===== config.mk =====
export PLATFORM = sky130hd
export DESIGN_NAME = cache_ctrl
export DESIGN_NICKNAME = d
export VERILOG_FILES = /design/src/rtl/cache_ctrl.sv
export SDC_FILE = /design/constraint.sdc
export NUM_CORES = 2
export LEC_CHECK = 0
export BUFFER_PORTS_ARGS = -buffer_cell sky130_fd_sc_hd__buf_2
export CORE_AREA = 3 3 394 396
export CTS_CLUSTER_DIAMETER = 80
export CTS_CLUSTER_SIZE = 8
export DETAILED_ROUTE_END_ITERATION = 10
export DIE_AREA = 0 0 397 399
export PLACE_DENSITY = 0.35
export SLEW_MARGIN = 20
export SYNTH_ARGS = -nofsm -noshare
export SYNTH_HDL_FRONTEND = slang
export SYNTH_SLANG_ARGS = --single-unit

===== constraint.sdc =====
create_clock -name clk -period 3.99 [get_ports clk]
set_clock_uncertainty 0.1 [all_clocks]
set_input_delay 0.1995 -clock clk [delete_from_list [all_inputs] [get_ports clk]]
set_output_delay 0.1995 -clock clk [all_outputs]
set_load 0.1 [all_outputs]

===== src/rtl/cache_ctrl.sv =====
// cache_ctrl: two-way set-associative, write-back, write-allocate cache
// controller. The tag and data RAMs are external with one-cycle
// registered-address read latency. Main memory is accessed one 128-bit
// line at a time over a req/ack handshake.
module cache_ctrl #(
   parameter int INDEX_BIT          = 10,
   parameter int BLOCK_SIZE_WORDS   = 4,
   parameter int NUMBER_OF_SETS     = 1000,
   parameter int TOTAL_TAG_SIZE_BIT = 23
) (
   input  logic                          clk,
   input  logic                          reset_n,
   input  logic                          cpu_req,
   input  logic                          cpu_we,
   input  logic [31:0]                   cpu_addr,
   input  logic [31:0]                   cpu_wdata,
   output logic                          cpu_ready,
   output logic [31:0]                   cpu_rdata,
   output logic                          cpu_err,
   output logic                          busy,
   output logic                          mem_req,
   output logic                          mem_we,
   output logic [31:0]                   mem_addr,
   output logic [32*BLOCK_SIZE_WORDS-1:0] mem_wdata,
   input  logic                          mem_ack,
   input  logic [32*BLOCK_SIZE_WORDS-1:0] mem_rdata,
   output logic [INDEX_BIT-1:0]          ram_index,
   output logic                          tag0_we,
   output logic                          tag1_we,
   output logic [TOTAL_TAG_SIZE_BIT-1:0] tag0_wdata,
   output logic [TOTAL_TAG_SIZE_BIT-1:0] tag1_wdata,
   input  logic [TOTAL_TAG_SIZE_BIT-1:0] tag0_rdata,
   input  logic [TOTAL_TAG_SIZE_BIT-1:0] tag1_rdata,
   output logic                          db0_we,
   output logic                          db1_we,
   output logic [32*BLOCK_SIZE_WORDS-1:0] db0_wdata,
   output logic [32*BLOCK_SIZE_WORDS-1:0] db1_wdata,
   input  logic [32*BLOCK_SIZE_WORDS-1:0] db0_rdata,
   input  logic [32*BLOCK_SIZE_WORDS-1:0] db1_rdata
);

   localparam int LINE_BITS = 32 * BLOCK_SIZE_WORDS;
   localparam int TW        = TOTAL_TAG_SIZE_BIT;
   localparam int TAG_W     = 28 - INDEX_BIT;          // address tag bits
   localparam int PAD_W     = TW - 3 - TAG_W;          // zero pad in entry
   localparam int V_BIT     = TW - 1;
   localparam int U_BIT     = TW - 2;
   localparam int D_BIT     = TW - 3;

   typedef enum logic [2:0] {
      IDLE, TAG_RD, COMPARE, WRITEBACK, REFILL, INSTALL, DONE
   } state_t;

   state_t                state;
   logic                  req_we;
   logic [31:2]           req_addr;
   logic [31:0]           req_wdata;
   logic                  victim_way;
   logic [TW-1:0]         other_tag;
   logic [LINE_BITS-1:0]  fill_line;

   logic [TAG_W-1:0]      req_tag;
   logic [INDEX_BIT-1:0]  req_idx;
   logic [1:0]            req_off;
   logic                  hit0, hit1, hit, hit_way;
   logic                  miss_way;
   logic [TW-1:0]         vic_entry;
   logic [LINE_BITS-1:0]  vic_line;
   logic [TW-1:0]         new_tag;
   logic [TW-1:0]         other_clr;
   logic [LINE_BITS-1:0]  install_line;
   logic                  cmp_wr, ins_wr;
   logic                  acc_err;

   // Word 0 sits in the most significant 32 bits of the line.
   function automatic logic [31:0] get_word(input logic [LINE_BITS-1:0] line,
                                            input logic [1:0] off);
      logic [6:0] lsb;
      lsb = {~off, 5'b0};
      return line[lsb +: 32];
   endfunction

   function automatic logic [LINE_BITS-1:0] merge_word(input logic [LINE_BITS-1:0] line,
                                                       input logic [1:0] off,
                                                       input logic [31:0] word);
      logic [LINE_BITS-1:0] res;
      logic [6:0]           lsb;
      res = line;
      lsb = {~off, 5'b0};
      res[lsb +: 32] = word;
      return res;
   endfunction

   assign req_tag = req_addr[31:4+INDEX_BIT];
   assign req_idx = req_addr[INDEX_BIT+3:4];
   assign req_off = req_addr[3:2];

   assign acc_err = (cpu_addr[1:0] != 2'b00) ||
                    ({{(32-INDEX_BIT){1'b0}}, cpu_addr[INDEX_BIT+3:4]} >= 32'(NUMBER_OF_SETS));

   assign hit0    = tag0_rdata[V_BIT] && (tag0_rdata[TAG_W-1:0] == req_tag);
   assign hit1    = tag1_rdata[V_BIT] && (tag1_rdata[TAG_W-1:0] == req_tag);
   assign hit     = hit0 || hit1;
   assign hit_way = !hit0;                  // way0 wins a double match

   // Victim: first invalid way, then the not-recently-used way, else way0.
   assign miss_way  = !tag0_rdata[V_BIT] ? 1'b0 :
                      !tag1_rdata[V_BIT] ? 1'b1 :
                      !tag0_rdata[U_BIT] ? 1'b0 :
                      !tag1_rdata[U_BIT] ? 1'b1 : 1'b0;
   assign vic_entry = miss_way ? tag1_rdata : tag0_rdata;
   assign vic_line  = miss_way ? db1_rdata  : db0_rdata;

   assign new_tag      = {1'b1, 1'b1, req_we, {PAD_W{1'b0}}, req_tag};
   assign other_clr    = {other_tag[V_BIT], 1'b0, other_tag[D_BIT:0]};
   assign install_line = req_we ? merge_word(fill_line, req_off, req_wdata) : fill_line;

   // Write strobes are qualified with reset_n so a reset edge never lands
   // a partial tag or data update in the RAMs.
   assign cmp_wr = (state == COMPARE) && hit && reset_n;
   assign ins_wr = (state == INSTALL) && reset_n;

   assign busy = (state != IDLE);

   // RAM write strobes and write data; active only in COMPARE (hit) and INSTALL.
   always_comb begin
      // NOTE: every output of this block gets a default first so no path
      // leaves it unassigned, which would otherwise infer a latch.
      tag0_we    = 1'b0;
      tag1_we    = 1'b0;
      db0_we     = 1'b0;
      db1_we     = 1'b0;
      tag0_wdata = '0;
      tag1_wdata = '0;
      db0_wdata  = '0;
      db1_wdata  = '0;
      if (cmp_wr) begin
         tag0_we           = 1'b1;
         tag1_we           = 1'b1;
         tag0_wdata        = tag0_rdata;
         tag0_wdata[U_BIT] = !hit_way;
         tag0_wdata[D_BIT] = tag0_rdata[D_BIT] | (req_we & !hit_way);
         tag1_wdata        = tag1_rdata;
         tag1_wdata[U_BIT] = hit_way;
         tag1_wdata[D_BIT] = tag1_rdata[D_BIT] | (req_we & hit_way);
         if (req_we) begin
            if (!hit_way) begin
               db0_we    = 1'b1;
               db0_wdata = merge_word(db0_rdata, req_off, req_wdata);
            end else begin
               db1_we    = 1'b1;
               db1_wdata = merge_word(db1_rdata, req_off, req_wdata);
            end
         end
      end else if (ins_wr) begin
         tag0_we = 1'b1;
         tag1_we = 1'b1;
         if (!victim_way) begin
            tag0_wdata = new_tag;
            tag1_wdata = other_clr;
            db0_we     = 1'b1;
            db0_wdata  = install_line;
         end else begin
            tag1_wdata = new_tag;
            tag0_wdata = other_clr;
            db1_we     = 1'b1;
            db1_wdata  = install_line;
         end
      end
   end

   // Control FSM with registered CPU and memory-side outputs.
   always_ff @(posedge clk) begin
      // NOTE: sequential state uses non-blocking assignments so every
      // register samples pre-edge values regardless of statement order.
      if (!reset_n) begin
         state      <= IDLE;
         req_we     <= 1'b0;
         req_addr   <= '0;
         req_wdata  <= '0;
         victim_way <= 1'b0;
         other_tag  <= '0;
         fill_line  <= '0;
         cpu_ready  <= 1'b0;
         cpu_rdata  <= '0;
         cpu_err    <= 1'b0;
         mem_req    <= 1'b0;
         mem_we     <= 1'b0;
         mem_addr   <= '0;
         mem_wdata  <= '0;
         ram_index  <= '0;
      end else begin
         unique case (state)
            IDLE: begin
               if (cpu_req) begin
                  req_we    <= cpu_we;
                  req_addr  <= cpu_addr[31:2];
                  req_wdata <= cpu_wdata;
                  if (acc_err) begin
                     cpu_err   <= 1'b1;
                     cpu_ready <= 1'b1;
                     state     <= DONE;
                  end else begin
                     ram_index <= cpu_addr[INDEX_BIT+3:4];
                     state     <= TAG_RD;
                  end
               end
            end
            TAG_RD: state <= COMPARE;
            COMPARE: begin
               if (hit) begin
                  if (!req_we)
                     cpu_rdata <= get_word(hit_way ? db1_rdata : db0_rdata, req_off);
                  cpu_ready <= 1'b1;
                  state     <= DONE;
               end else begin
                  // mem_addr/mem_wdata hold the victim tag and line for writeback.
                  victim_way <= miss_way;
                  other_tag  <= miss_way ? tag0_rdata : tag1_rdata;
                  mem_req    <= 1'b1;
                  if (vic_entry[V_BIT] && vic_entry[D_BIT]) begin
                     mem_we    <= 1'b1;
                     mem_addr  <= {vic_entry[TAG_W-1:0], req_idx, 4'b0};
                     mem_wdata <= vic_line;
                     state     <= WRITEBACK;
                  end else begin
                     mem_we    <= 1'b0;
                     mem_addr  <= {req_tag, req_idx, 4'b0};
                     mem_wdata <= '0;
                     state     <= REFILL;
                  end
               end
            end
            WRITEBACK: begin
               if (mem_ack) begin
                  mem_req <= 1'b0;
                  mem_we  <= 1'b0;
                  state   <= REFILL;
               end
            end
            REFILL: begin
               // After a writeback the fetch is launched one cycle after the ack.
               if (!mem_req) begin
                  mem_req   <= 1'b1;
                  mem_we    <= 1'b0;
                  mem_addr  <= {req_tag, req_idx, 4'b0};
                  mem_wdata <= '0;
               end else if (mem_ack) begin
                  fill_line <= mem_rdata;
                  mem_req   <= 1'b0;
                  state     <= INSTALL;
               end
            end
            INSTALL: begin
               if (!req_we)
                  cpu_rdata <= get_word(fill_line, req_off);
               cpu_ready <= 1'b1;
               state     <= DONE;
            end
            DONE: begin
               cpu_ready <= 1'b0;
               cpu_err   <= 1'b0;
               state     <= IDLE;
            end
            default: state <= IDLE;
         endcase
      end
   end

endmodule


==> load_flow_metrics.sql <==
INSERT INTO impl_metrics (metric_group, metric, value, unit) VALUES
('pwr', 'vdd_ir_drop_max', '0.336', 'mV'),
('cts', 'clk_path_buf_depth', '3', ''),
('synth', 'yosys_register_bits', '419', ''),
('detailed_routing', 'ant_nets', '0', ''),
('placement', 'dp_hpwl', '180', 'mm'),
('placement', 'io_buffers', '1007', ''),
('worst_setup_path', 'worst-endpoint-arrival', '3690', 'ps'),
('global_routing', 'via_count_of_the_first_global_routing_pass', '38600', ''),
('synth', 'yosys.cell_types.count', '55', ''),
('timing', 'worstMarginPinSlew', '1200', 'ps'),
('finish', 'non_filler_instances', '7535', ''),
('pwr', 'power-per-cell-area', '394', 'nW/um2'),
('worst_setup_path', 'rr_startpoint', 'req_addr[15]$_SDFFE_PN0P_', ''),
('timing', 'post-route-period-util', '100', '%'),
('worst_setup_path', 'critical_path.max_stage_delay', '590', 'ps'),
('timing', 'maximum_frequency_from_static_timing_analysis', '0.251', 'GHz'),
('finish', 'final_area', '50300', 'um2'),
('synth', 'sequential_to_total_area_share_from_yosys_stat', '28.5', '%'),
('finish', 'syn_to_final_growth', '71.0', '%'),
('synth', 'synth_area_leaders', 'sky130_fd_sc_hd__dfxtp_1 (29%), sky130_fd_sc_hd__nand2_1 (11%), sky130_fd_sc_hd__mux2i_1 (8.1%), sky130_fd_sc_hd__a21boi_0 (5.4%), sky130_fd_sc_hd__clkbuf_1 (5.1%)', ''),
('floorplan', 'floorplan.die.width', '397', 'um'),
('detailed_routing', 'drt-vias-per-instance', '5.15', ''),
('synth', 'post-synth-top-area-fraction', '28.5', '%'),
('timing', 'finalSetupViolCount', '2', ''),
('job', 'maxCapViolations', '0', ''),
('worst_setup_path', 'critical_path.max_fanout', '53', ''),
('detailed_routing', 'wl_per_cell', '32.6', 'um'),
('finish', 'nets', '5940', ''),
('global_routing', 'largest_net_degree_at_the_start_of_global_routing', '129', ''),
('synth', 'post-synth-top-count-cell', 'sky130_fd_sc_hd__nand2_1', ''),
('cts', 'clk-insertion-delay-late', '670', 'ps'),
('cts', 'htreeDepth', '3', ''),
('placement', 'pre_cts_slack', '-128', 'ps'),
('synth', 'syn_area', '29400', 'um2'),
('cts', 'root_buffer', 'sky130_fd_sc_hd__clkbuf_16', ''),
('finish', 'multiInputGateArea', '20700', 'um2'),
('status', 'result_of_the_run', 'finished with violations', ''),
('worst_setup_path', 'timing.reg2reg.setup_slack', '150', 'ps'),
('placement', 'finalWeightedCongestion', '0.896', ''),
('finish', 'seq_area', '8410', 'um2'),
('synth', 'post_synth_most_frequent_cells', 'sky130_fd_sc_hd__nand2_1 (878), sky130_fd_sc_hd__dfxtp_1 (419), sky130_fd_sc_hd__clkbuf_1 (397)', ''),
('timing', 'fin_tns_setup', '-2.24', 'ps'),
('floorplan', 'i_o_pin_cnt', '1012', ''),
('worst_hold_path', 'endpoint_worst_hold', 'cpu_rdata[18]$_SDFFE_PN0P_', ''),
('pwr', 'power.leakage', '19.1', 'nW'),
('floorplan', 'die_y', '399', 'um'),
('placement', 'postPlaceCellArea', '42400', 'um2'),
('synth', 'synth.avg_cell_area', '7.09', 'um2'),
('synth', 'synth.largest_area_cell', 'sky130_fd_sc_hd__dfxtp_1', ''),
('worst_setup_path', 'crit_chain', 'xor2_4 -> or4_4 -> or4_4 -> nor2_2 -> nand3_4 -> buf_12 -> o21ai_2 -> buf_12', ''),
('worst_setup_path', 'timing.critical_path.slowest_stage_cell', 'sky130_fd_sc_hd__or4_4', ''),
('synth', 'ys.flop_type', 'sky130_fd_sc_hd__dfxtp_1', ''),
('cts', 'tritoncts_clock_tree', 'done', ''),
('timing', 'slew_headroom', '19.8', '%'),
('status', 'violations', 'setup timing', ''),
('detailed_routing', 'first_iter_violations', '3127', ''),
('worst_setup_path', 'worstSetupEndpointType', 'primary output', ''),
('placement', 'placed_cells', '6866', ''),
('synth', 'asyncSetResetFlopFracSynth', '0', '%'),
('global_routing', 'grt_pass1_wl', '328', 'mm'),
('synth', 'synth_cells', '4147', ''),
('finish', 'layout_cells_sized_above_1', '29.1', '%'),
('global_routing', 'gr-usage-all-layers', '29.5', '%'),
('synth', 'synth_edf_count', '0', ''),
('detailed_routing', 'drc', '0', ''),
('global_routing', 'grt.overflow.total', '0', ''),
('timing', 'timing.final.ws_setup', '-1.47', 'ps'),
('detailed_routing', 'firstDrtPassIters', '7', ''),
('timing', 'final-max-slew-violation-count', '0', ''),
('worst_setup_path', 'timing_worst_setup_path_type', 'flip-flop to primary output', ''),
('cts', 'numCtsBuffers', '67', '');
-- layout make-up --
cell class	count	share of cell area, %
diodes	49	0.244
well taps	2030	5.05
flip-flops and latches	419	16.7
clock buffers	76	3.52
multi-input cells	3262	41.2
clock inverters	13	0.376
inverters	7	0.0522
repair buffers	1679	32.8
-- where the power goes --
| group | switching (mW) | total (mW) | internal, mW | leakage [nW] |
|---|---|---|---|---|
| combinational | 6.20 | 8.67 | 2.47 | 14.8 |
| sequential | 0.832 | 5.47 | 4.64 | 3.40 |
| clock | 2.37 | 5.69 | 3.32 | 0.964 |
-- cell usage in the layout (no fill, tap or decap), drive strengths merged, types with 72 or more instances in the layout --
| cell | count |
|---|---|
| buf | 1168 |
| nand2 | 878 |
| dlygate4sd3 | 506 |
| o21ai | 459 |
| dfxtp | 419 |
| a21boi | 350 |
| a21oi | 268 |
| mux2i | 239 |
| nor2b | 205 |
| or3 | 130 |
| a22o | 127 |
| a31oi | 107 |
| clkbuf | 80 |
| nor2 | 72 |
-- per-layer routing --
layer | wire, um | GRT usage (%) | part of all wire, % | up-vias
met5 | 113 | 0 | 0.046 | -
met4 | 11900 | 12.0 | 4.9 | 18
met3 | 16800 | 6.19 | 6.8 | 455
met2 | 119000 | 51.3 | 48 | 1794
met1 | 97800 | 35.2 | 40 | 19200
li1 | - | - | - | 17300
-- critical path: cells and delay by family (launching register included) --
kind / cells / cell delay, ps
flip-flops: 1 / 370
AND/OR/NAND/NOR: 4 / 1440
buffers and inverters: 2 / 440
XOR/XNOR: 1 / 200
AO/OA/AOI/OAI: 1 / 340
-- worst max-delay path by stage --
| stage | startpoint | to | slack (ps) | cells past startpoint |
|---|---|---|---|---|
| floorplan | req_addr[25]$_SDFFE_PN0P_ | db0_wdata[14] | -280 | 10 |
| global placement | req_addr[17]$_SDFFE_PN0P_ | db0_wdata[53] | -70 | 11 |
| detailed placement | req_addr[17]$_SDFFE_PN0P_ | db0_wdata[53] | -130 | 11 |
| CTS | req_addr[2]$_SDFFE_PN0P_ | db1_wdata[121] | -10 | 7 |
| global route | req_addr[27]$_SDFFE_PN0P_ | db1_wdata[124] | -30 | 10 |
| finish | req_addr[16]$_SDFFE_PN0P_ | db0_wdata[54] | -1 | 8 |
-- repair_timing --
action | CTS | global route
hold buffers | 506 | 0
pin swaps | 9 | 9
endpoints found under the setup margin | 305 | 208
resized for setup | 40 | 35
endpoints found under the hold margin | 377 | 0
setup buffers | 13 | 6
cloned | 2 | 4
-- cell families (layout without fill, tap and decap cells) --
| family | Yosys count | count (layout) | share of synthesized area (%) |
|---|---|---|---|
| buffers and inverters | 469 | 1775 | 6.37 |
| adders and majority gates | 5 | 5 | 0.213 |
| DFF | 419 | 419 | 28.5 |
| AOI/OAI and AO/OA | 1509 | 1509 | 32.9 |
| and+or+nand+nor | 1469 | 1469 | 22.8 |
| xor gates and xnor gates | 36 | 36 | 1.07 |
| other | 1 | 53 | 0.0127 |
| muxes | 239 | 239 | 8.13 |
-- flip-flops by register name (all words and copies together) (netlist names) --
signal,flops
cpu_err,1
cpu_rdata,32
cpu_ready,1
fill_line,128
mem_addr,28
mem_req,1
mem_wdata,128
mem_we,1
other_tag,22
ram_index,10
req_addr,30
req_wdata,32
req_we,1
state,3
victim_way,1
Power figures use the tool's default switching activity.
